`config.mk`:
```
export PLATFORM = sky130hd
export DESIGN_NAME = fifo_param
export DESIGN_NICKNAME = d
export VERILOG_FILES = /design/src/rtl/fifo_param.sv
export SDC_FILE = /design/constraint.sdc
export NUM_CORES = 1
export LEC_CHECK = 0
export CORE_MARGIN = 2
export CORE_UTILIZATION = 52
export CTS_CLUSTER_SIZE = 12
export DETAILED_ROUTE_END_ITERATION = 10
export PLACE_DENSITY = 0.74
export SLEW_MARGIN = 10
export SYNTH_ARGS = -nofsm -noshare
export SYNTH_HDL_FRONTEND = slang
export SYNTH_SLANG_ARGS = --single-unit
```
`constraint.sdc`:
```
create_clock -name clk -period 8.5 [get_ports clk]
set_clock_uncertainty 0.1 [all_clocks]
set_input_delay 1.275 -clock clk [delete_from_list [all_inputs] [get_ports clk]]
set_output_delay 1.275 -clock clk [all_outputs]
set_load 0.01 [all_outputs]
```
`src/rtl/fifo_param.sv`:
```
// rtl/fifo_param.sv - parametrised single-clock FIFO with occupancy count and thresholds
module fifo_param #(
  parameter int WIDTH    = 16,
  parameter int DEPTH    = 8,
  parameter int AF_LEVEL = DEPTH - 2,
  parameter int AE_LEVEL = 2,
  localparam int CW      = $clog2(DEPTH + 1)
) (
  input  logic             clk,
  input  logic             rst,
  input  logic [WIDTH-1:0] data_in,
  input  logic             push,
  input  logic             pop,
  output logic [WIDTH-1:0] data_out,
  output logic             fifo_full,
  output logic             fifo_empty,
  output logic             almost_full,
  output logic             almost_empty,
  output logic [CW-1:0]    count,
  output logic             overflow,
  output logic             underflow
);

  localparam int PW = (DEPTH > 1) ? $clog2(DEPTH) : 1;
  localparam logic [CW-1:0] DEPTH_C = CW'(DEPTH);
  localparam logic [PW-1:0] LAST_P  = PW'(DEPTH - 1);

  logic [WIDTH-1:0] mem_q [DEPTH];
  logic [PW-1:0]    wp_q, wp_d, rp_q, rp_d;
  logic [CW-1:0]    count_q, count_d;
  logic [WIDTH-1:0] dout_q, dout_d;
  logic             ovf_q, ovf_d, udf_q, udf_d;
  logic             pop_ok, push_ok;

  // A full FIFO still takes a push when a pop frees a slot in the same cycle.
  assign pop_ok  = pop && (count_q != '0);
  assign push_ok = push && ((count_q != DEPTH_C) || pop_ok);

  always_comb begin
    wp_d    = wp_q;
    rp_d    = rp_q;
    count_d = count_q;
    dout_d  = dout_q;
    ovf_d   = push && !push_ok;
    udf_d   = pop && !pop_ok;
    if (push_ok) begin
      wp_d = (wp_q == LAST_P) ? '0 : wp_q + PW'(1);
    end
    if (pop_ok) begin
      rp_d   = (rp_q == LAST_P) ? '0 : rp_q + PW'(1);
      dout_d = mem_q[rp_q];
    end
    case ({push_ok, pop_ok})
      2'b10:   count_d = count_q + CW'(1);
      2'b01:   count_d = count_q - CW'(1);
      default: count_d = count_q;
    endcase
  end

  always_ff @(posedge clk) begin
    if (rst) begin
      wp_q    <= '0;
      rp_q    <= '0;
      count_q <= '0;
      dout_q  <= '0;
      ovf_q   <= 1'b0;
      udf_q   <= 1'b0;
    end else begin
      wp_q    <= wp_d;
      rp_q    <= rp_d;
      count_q <= count_d;
      dout_q  <= dout_d;
      ovf_q   <= ovf_d;
      udf_q   <= udf_d;
    end
  end

  // Storage is deliberately not reset; only the pointers define validity.
  always_ff @(posedge clk) begin
    if (!rst && push_ok) begin
      mem_q[wp_q] <= data_in;
    end
  end

  assign data_out     = dout_q;
  assign count        = count_q;
  assign overflow     = ovf_q;
  assign underflow    = udf_q;
  assign fifo_full    = (count_q == DEPTH_C);
  assign fifo_empty   = (count_q == '0);
  assign almost_full  = (int'(count_q) >= AF_LEVEL);
  assign almost_empty = (int'(count_q) <= AE_LEVEL);

endmodule

```
Yosys cells after proc, flatten, opt, wreduce, memory -nomap -nowiden
Memory sizes are Yosys's and may differ from the RTL's. A register that Yosys moved wholly into a read port is not among the register bits.
Index checks and enable logic that the tools add are counted.
Word-level totals
  register bits after elaboration: 12
  bits in latches: 0
  RAM bits: 128
  ROM bits: 0
  output and inout bits: 26
  logic and storage cells: 35
  memories: 1
Cells by class
  $add $sub $neg: 4
  multipliers: 0
  divide/modulo/power cells: 0
  order comparisons: 2
  equal/unequal tests: 6
  shift operators: 0
  muxes and demuxes: 5
  bitwise operators: 0
  reduce and logical (&&, ||, !) cells: 12
Memories
  mem_q: words 8, width 16, read ports 1, clocked after Yosys merged registers in 1, write ports 1, RTL line 28  | logic [WIDTH-1:0] mem_q [DEPTH];
Operators by type and width (count)
  $pmux 4 s2: 1
  $add 3x1->3 const B: 2
  $eq 3x3->1 const B: 2
  $mux 3: 2
  $logic_and 1x1->1: 5
  $add 4x1->4 const B: 1
  $eq 4x4->1 const B: 1
  $ge 4x3->1 const B: 1
  $le 4x2->1 const B: 1
  $logic_not 4->1: 1
  $ne 4x4->1 const B: 1
  $reduce_bool 4->1: 1
  $sub 4x1->4 const B: 1
  $logic_not 1->1: 3
  $eq 2x1->1 const B: 1
  $eq 2x2->1 const B: 1
  $mux 1: 2
  $reduce_bool 2->1: 1
  $logic_or 1x1->1: 1

Longest topological paths before layout
Gate-level depths: netlist of run 1.
  depth after elaboration: 7
  depth in mapped cells: 10
  depth with buffers taken out: 9

Least setup slack after synthesis of run 1
OpenSTA, ideal clock, no wires.
  path type: in2reg
  from: input push
  to: memory mem_q[1][0] (enable)
  setup time: 0.430 ns
  data arrival time: 3.201 ns
  data required time: 7.970 ns
  setup slack: 4.769 ns
  cell stages on the path: 3
  buffers on the path: 1
  cells stage by stage: buf_2 > o21ai_4 > nor4_1
On the way
  word-level cells in the longest chain between the ends: 4
Ends and longest elaborated chain
  start: declaration: RTL line 12  | input logic push,
  $logic_and 1x1->1: RTL line 37  | assign push_ok = push && ((count_q != DEPTH_C) || pop_ok);
  $logic_and 1x1->1: RTL line 80  | if (!rst && push_ok) begin
  $mux 1: RTL line 80
  $mux 1 (not written as such): RTL line 81  | mem_q[wp_q] <= data_in;
  end: declaration: RTL line 28
Every way passes these cells.

Final worst setup path of run 1
  from: input pop
  to: register count_q[3], in the netlist count[3]
On the way
  word-level cells in the longest chain between the ends: 5
Ends and longest elaborated chain
  start: declaration: RTL line 13  | input logic pop,
  $logic_and 1x1->1 (*): RTL line 36  | assign pop_ok = pop && (count_q != '0);
  $logic_or 1x1->1: RTL line 37
  $logic_and 1x1->1: RTL line 37
  $eq 2x1->1 / $eq 2x2->1 (equally long branches): RTL line 53  | case ({push_ok, pop_ok})
  $pmux 4 s2 / $reduce_bool 2->1 (equally long branches)
  end signal: assignment: RTL line 71  | count_q <= count_d;
  end: declaration: RTL line 30  | logic [CW-1:0] count_q, count_d;
Mark *: on every way between the ends. The rest lies on a longest branch, timed or not.
A chain may end at the register's enable or synchronous reset.

==> results.yml, run 1 <==
critical_path:
  crit_fanout: 35
  slowest_stage: "clkdlybuf4s50_1"
  arrival_ns: 3.74
  timing.rr.end: "count[3]"
  worstPathRequired_ns: 8.73
  path_cells: "clkdlybuf4s50_1 -> a21boi_2 -> buf_4 -> nand2b_1 -> inv_1 -> ha_1 -> a21oi_1 -> a21oi_1 -> nand3b_1 -> a31oi_1"
  path_class: "in -> reg"
  r2r_setup_slack_ns: 5.92
  start_kind: "input pin"
  cpPeakStageDelay_ns: 0.68
  r2r_start: "count[0]"
  path_buf_inv: 3
  critPathMostFrequentCell: "a21oi_1"
  setup.worst_path.end_class: "register"
  r2r_cells: 10
  cp_top_family: "buffers and inverters"
power_and_ir_drop:
  power_mw: 2.14
  p_leak_nw: 2.35
  p_per_area_nw_per_um2: 293
  ir_worst_vdd_mv: 0.181
drt:
  drtIter0Drc: 281
  vias: 3090
  routed_wl_um: 10700
  drc: 0
  first_pass_iters: 5
  wl_per_cell_um: 19.6
  vias_per_cell: 5.66
  ant_nets: 0
clock_tree:
  cts_setup_buffers: 0
  clock_sinks: 156
  cts_tree: "yes"
  cts_root_buf: "clkbuf_16"
  holdBufCountCts: 0
  path_clk_slew_ns: 0.06
  cts_inserted_buffers: 17
  ctsResizeCount: 0
  htreeDepth: 4
  insertion_delay_ns: 0.41
  clk_path_buf_depth: 2
synthesis:
  synth_flop_cell: "edfxtp_1"
  netlist_top_cells_count: "edfxtp_1, mux4_2, dfxtp_1, nor2_1, mux2i_1"
  synth.distinct_cells: 34
  synthTopCellsByArea: "edfxtp_1, mux4_2, dfxtp_1"
  synth_edf_count: 128
  synth_top_area_share_pct: 63.1
  syn_inst: 332
  ys_warn_count: 0
  synth.most_common_cell: "edfxtp_1"
  synth_seq_cells: 156
  syn_nets: 359
  synth-async-reset-ratio_pct: 0
  syn_area_per_cell_um2: 18.4
  syn-cell-area_um2: 6090
  yosys.area.top_type: "edfxtp_1"
  yosysSeqAreaShare_pct: 72.3
floorplanning:
  coreArea_um2: 11400
  die_y_um: 112
  die-area_um2: 12600
  die_w_um: 112
  start_util_pct: 53.4
  io_pins: 46
  rows: 39
global_route:
  track_usage_pct: 18.7
  grt_antenna_before_repair: 0
  grt_pass1_vias: 3167
  grt_max_degree: 36
  grt_pass1_wl_um: 17400
  grt-ovfl-total: 0
sta:
  maxClockFrequency_mhz: 285
  rsz0062_at_grt: "no"
  setup_viol: 0
  relSlewSlack_pct: 47.2
  period_share_pct: 41.2
  tightest_slew_ns: 0.791
  slew_viol_final: 0
  period_minus_slack_ns: 3.50
  hold_viol_final: 0
  setup-tns-final_ns: 0
min_path:
  min_from: "data_out[7]"
  hp-class: "reg -> reg"
  whs_endpoint: "data_out[7]"
  holdPathStages: 2
placed_design:
  hpwl_um: 6210
  portBuffers: 45
  place_congestion: 0.742
final_layout:
  diodes: 0
  final_layout_size_suffix_gt1_share_pct: 21.3
  syn_to_final_growth_pct: 20.2
  final_nets: 417
outcome:
  status: "finished, final reports clean"
flow_run:
  max_cap_viol_count: 0
## registers in the layout, summed over array words and instances (netlist names)
name,cells
mem_q,128
data_out,16
count,4
rp_q,3
wp_q,3
overflow,1
underflow,1
## layout make-up
| cell class | instances | area, um^2 |
|---|---|---|
| Timing Repair Buffer | 58 | 548 |
| Clock buffer | 21 | 450 |
| Inverter | 5 | 18.8 |
| Fill cell | 801 | 4090 |
| Sequential cell | 156 | 4410 |
| Multi-Input combinational cell | 152 | 1600 |
| Clock inverter | 11 | 121 |
| Tap cell | 143 | 179 |
## cell families after synthesis
logic type	after synthesis	synth area share, %
AO/OA/AOI/OAI	31	3.84
flip-flops	156	72.3
buffers and inverters	24	1.97
AND/OR/NAND/NOR	59	4.82
adder cells (fa/ha/maj)	7	1.56
XOR/XNOR	3	0.431
multiplexers	52	15.1
## per-stage QoR
step                      setup slack [ns]  hold WS [ns]  cells  utilization (%)  area, um^2
after detailed placement              4.59         0.398    514             59.1        6750
after floorplan                       4.77         0.407    332                -        6090
after global placement                4.69         0.385    514             59.1        6750
after global routing                  4.77         0.431    546             64.2        7330
after CTS                             5.02         0.406    546             64.2        7330
final                                 5.00         0.395    546             64.2        7330
## cells in the final DEF (no fill, tap or decap), types with 2 or more instances in the layout
cell,n
edfxtp_1,128
nor3_2,5
ha_1,6
clkinv_2,3
a21oi_1,6
xnor2_1,3
nor4_2,2
clkdlybuf4s50_1,45
nand3b_1,2
mux4_2,32
clkinvlp_4,5
clkbuf_16,17
nand3_1,2
nor4b_1,2
bufinv_16,2
dfxtp_1,27
nor2_1,26
mux2i_1,20
nand2_1,9
or3_1,4
nand2b_1,4
clkbuf_1,3
buf_4,13
inv_1,5
a211oi_1,18
## worst register-to-register path, delay by kind of cell, from the launching register on
kind,cells,cell delay (ns)
flops,1,0.54
compound gates,4,0.67
simple gates,3,0.47
buf+inv,2,0.46
fa+ha+maj,1,0.26
## power by group
| group | switching [mW] | internal, mW |
|---|---|---|
| Sequential | 0.0535 | 0.884 |
| Combinational | 0.231 | 0.262 |
| Clock | 0.276 | 0.438 |
| Total | 0.560 | 1.58 |
## how the worst max path moves through the flow
stage	start	to	slack, ns	cells past startpoint
2_1_floorplan	push	mem_q[1][0]	4.77	3
3_3_place_gp	pop	count[3]	4.69	10
3_5_place_dp	pop	count[3]	4.59	10
4_1_cts	pop	count[3]	5.02	10
5_1_grt	pop	count[3]	4.77	10
6_report	pop	count[3]	5.00	10
## layer usage
metal	global-route usage (%)	up-vias	part of all wire (%)
met3	4.54	13	4.5
met5	0	-	0
met4	8.21	0	1.9
li1	-	1443	-
met2	28.8	84	49
met1	25.7	1550	45
Power figures use the tool's default switching activity.
==> run 2, diff against run 1 <==
Clock period 8.5 ns to 3.6 ns, I/O delays scaled along.
==> results.yml, run 2 (synthesis gave the netlist of run 1 again) <==
final_layout:
  diodes: 0
  largest_reg_flops: 128
  layout_commonest_cell: "edfxtp_1"
  final_cell_mix: "edfxtp_1, clkdlybuf4s50_1, mux4_2"
  final_nets: 424
  stdcell_area_um2: 7440
  syn_to_final_growth_pct: 22.1
  top_register: "mem_q"
  final_layout_size_suffix_gt1_share_pct: 22.4
  final_cells: 553
drt:
  drc: 0
  drtIter0Drc: 297
  vias: 3172
  vias_per_cell: 5.74
  routed_wl_um: 11600
  wl_per_cell_um: 21.0
  ant_nets: 0
  first_pass_iters: 4
global_route:
  grt_max_degree: 36
  grt_pass1_wl_um: 18500
  grt-ovfl-total: 0
  grt_pass1_vias: 3258
  track_usage_pct: 20.0
  grt_antenna_before_repair: 0
floorplanning:
  io_pins: 46
  rows: 39
  die_y_um: 112
  die-area_um2: 12600
  coreArea_um2: 11400
  die_w_um: 112
  start_util_pct: 53.4
sta:
  tightest_slew_ns: 0.924
  period_share_pct: 76.2
  slew_viol_final: 0
  relSlewSlack_pct: 38.3
  hold_viol_final: 0
  setup_viol: 0
  maxClockFrequency_mhz: 364
  rsz0062_at_grt: "no"
  period_minus_slack_ns: 2.74
  setup-tns-final_ns: 0
critical_path:
  slowest_stage: "or4b_4"
  arrival_ns: 2.10
  path_buf_inv: 2
  path_class: "reg -> out"
  start_kind: "register"
  crit_fanout: 11
  worstPathRequired_ns: 2.96
  cpPeakStageDelay_ns: 0.56
  path_cells: "or4b_4 -> inv_1 -> clkdlybuf4s50_1"
  cp_top_family: "buffers and inverters"
  setup.worst_path.end_class: "primary output"
placed_design:
  portBuffers: 45
  dp.cells: 521
  dpl_cell_area_um2: 6820
  hpwl_um: 7130
  place_congestion: 0.780
clock_tree:
  holdBufCountCts: 0
  cts_tree: "yes"
  cts_inserted_buffers: 17
  htreeDepth: 4
  ctsResizeCount: 0
  path_clk_slew_ns: 0.06
  cts_setup_buffers: 0
  insertion_delay_ns: 0.42
  clk_path_buf_depth: 2
  cts_root_buf: "clkbuf_16"
  clock_sinks: 156
power_and_ir_drop:
  p_leak_nw: 2.43
  ir_worst_vdd_mv: 0.581
  power_mw: 5.28
  p_per_area_nw_per_um2: 710
flow_run:
  max_cap_viol_count: 0
outcome:
  status: "finished, final reports clean"
min_path:
  hp-class: "reg -> reg"
run 2: changes by cell type in the layout (fill, tap and decap cells not counted):
cell / before / now
clkinvlp_4: 5 / 0
buf_12: 0 / 1
clkinv_2: 3 / 4
buf_4: 13 / 19
clkbuf_1: 3 / 4
bufinv_16: 2 / 4
clkbuf_8: 1 / 3
clkinv_4: 1 / 0
run 2: worst paths after layout:
| path | cells past startpoint | to | slack (ns) | start |
|---|---|---|---|---|
| worst max-delay path | 3 | fifo_full | 0.86 | count[3] |
| worst max register to register | 9 | count[3] | 1.32 | count[0] |
| worst min register to register | 2 | data_out[7] | 0.40 | data_out[7] |
| worst min-delay path | 2 | data_out[7] | 0.40 | data_out[7] |
run 2: power by group:
part	switching [mW]	internal, mW	total, mW
logic	0.582	0.622	1.20
clock network	0.669	1.21	1.88
registers	0.109	2.09	2.20
run 2: per-stage QoR:
step                      util, %  worst slack (ns)  hold WS, ns
final                        65.2             0.856        0.402
after detailed placement     59.7             0.796        0.394
after CTS                    65.2             0.834        0.403
after global routing         65.2             0.769        0.432
after global placement       59.7             0.906        0.387
after floorplan                 -             0.604        0.407
run 2: worst reg2reg max path, cell delays in order (launching register included):
cell	delay, ns
dfxtp_1	0.41
nor3_2	0.39
a21boi_2	0.11
nand2b_1	0.12
inv_1	0.07
ha_1	0.32
a21oi_1	0.25
nand2_1	0.13
mux2i_1	0.16
a31oi_1	0.09
run 2: area by class of cell:
type                            instances  area [um^2]
Timing Repair Buffer                   65          613
Tap cell                              143          179
Clock inverter                          8          140
Multi-Input combinational cell        152         1600
Fill cell                             772         3980
Inverter                                5         18.8
Clock buffer                           24          482
Sequential cell                       156         4410
run 2: layer usage:
layer / GRT usage, % / share of wire [%]
met4: 6.02 / 1.1
met1: 28.0 / 45
met2: 30.8 / 49
met3: 6.05 / 5.4
met5: 0 / 0
==> run 3, diff against run 2 <==
Settings changed: PLACE_DENSITY 0.74 to 0.77.
Clock period 3.6 ns to 2.3 ns, I/O delays scaled along.
==> results.yml, run 3 (synthesis gave the netlist of run 1 again) <==
outcome:
  status: "finished, final reports clean"
drt:
  drtIter0Drc: 292
  vias_per_cell: 5.78
  routed_wl_um: 11800
  ant_nets: 0
  drc: 0
  wl_per_cell_um: 20.8
  vias: 3282
  first_pass_iters: 4
final_layout:
  layout_commonest_cell: "edfxtp_1"
  n_fill_cell: 780
  final_layout_size_suffix_gt1_share_pct: 25.6
  area.sequential_um2: 4410
  stdcell_area_um2: 7540
  syn_to_final_growth_pct: 23.8
  final_cell_mix: "edfxtp_1, clkdlybuf4s50_1, mux4_2, buf_4, nor2_1"
  diodes: 0
  top_register: "mem_q"
  final_nets: 439
  multi_input_area_um2: 1620
  final_cells: 568
  largest_reg_flops: 128
power_and_ir_drop:
  ir_worst_vdd_mv: 0.815
  power.share.combinational_pct: 25.0
  p_per_area_nw_per_um2: 1070
  intPower_mw: 5.94
  switching_power_mw: 2.13
  swShare_pct: 26.4
  clkPwrFrac_pct: 32.2
  p_leak_nw: 2.50
  seqPwrFrac_pct: 42.8
critical_path:
  start_kind: "register"
  path_depth: 3
  worstPathRequired_ns: 1.86
  path_class: "reg -> out"
  setup.worst_path.end_class: "primary output"
  crit_fanout: 6
  cpPeakStageDelay_ns: 0.57
  path_cells: "buf_4 -> a211oi_1 -> clkdlybuf4s50_1"
  r2r_cells: 5
  arrival_ns: 1.72
  path_buf_inv: 2
  cp_top_family: "buffers and inverters"
  slowest_stage: "clkdlybuf4s50_1"
floorplanning:
  io_pins: 46
  rows: 39
  die-area_um2: 12600
  start_util_pct: 53.4
  die_w_um: 112
  die_y_um: 112
  coreArea_um2: 11400
sta:
  holdWs_ns: 0.396
  period_minus_slack_ns: 2.16
  slew_viol_final: 0
  hold_viol_final: 0
  relSlewSlack_pct: 65.2
  setup-tns-final_ns: 0
  rsz0062_at_grt: "no"
  period_share_pct: 94.0
  maxClockFrequency_mhz: 463
  tightest_slew_ns: 0.516
  setup_viol: 0
placed_design:
  place_congestion: 0.824
  portBuffers: 45
  dpl_cell_area_um2: 6970
  hpwl_um: 7470
  dp.cells: 535
clock_tree:
  clock_sinks: 156
  insertion_delay_ns: 0.41
  clk_path_buf_depth: 2
  cts_tree: "yes"
  cts_root_buf: "clkbuf_16"
  path_clk_slew_ns: 0.06
  cts_inserted_buffers: 17
  htreeDepth: 4
global_route:
  grt_pass1_wl_um: 18400
  grt_antenna_before_repair: 0
  grt_max_degree: 35
  grt-ovfl-total: 0
  track_usage_pct: 19.9
  grt_pass1_vias: 3368
min_path:
  hp-class: "reg -> reg"
  holdPathStages: 2
flow_run:
  max_cap_viol_count: 0
run 3: final timing paths:
| kind | startpoint | endpoint | slack [ns] |
|---|---|---|---|
| worst max-delay path | count[1] | almost_empty | 0.14 |
| worst min-delay path | data_out[10] | data_out[10] | 0.40 |
| worst max register to register | count[1] | mem_q[0][10] | 0.19 |
| worst min register to register | data_out[10] | data_out[10] | 0.40 |
run 3: what timing repair did:
action	in CTS	in global routing
hold buffers	0	0
buffers inserted	1	0
pin swaps	1	0
resized for setup	3	1
endpoints found under the hold margin	0	0
setup endpoints to repair	1	1
run 3: per-layer routing:
layer  wire length, um  global-route usage (%)  vias up
li1                  -                       -     1488
met1              4920                    25.9     1685
met2              6080                    32.9       90
met3               613                    5.13       19
met4               225                    6.91        0
met5                 0                       0        -
run 3: stage by stage:
stage	power, mW	worst slack [ns]	util (%)
floorplan	4.71	-0.267	-
global placement	5.47	0.0715	61.0
detailed placement	5.53	-0.0161	61.0
CTS	8.14	0.00433	66.0
global route	8.45	0.0440	66.1
finish	8.06	0.138	66.1
run 3: worst register-to-register path: stages (launching register included):
cell,delay [ns]
dfxtp_1,0.35
or4b_4,0.57
buf_4,0.17
o21ai_4,0.33
nor3_2,0.13
buf_4,0.21
run 3: area by class of cell:
type	instances	area share [%]
multi-input combinational	152	21.5
clock inverter	6	0.448
inverter	5	0.249
sequential	156	58.4
tap	143	2.37
timing repair buffer	80	9.97
clock buffer	26	7.05
run 3: power groups by stage:
stage,registers [mW],clock network (mW),logic [mW]
floorplan,3.51,0,1.20
global placement,3.49,0,1.98
detailed placement,3.51,0,2.02
CTS,3.46,2.63,2.05
global route,3.48,2.77,2.19
finish,3.45,2.59,2.02
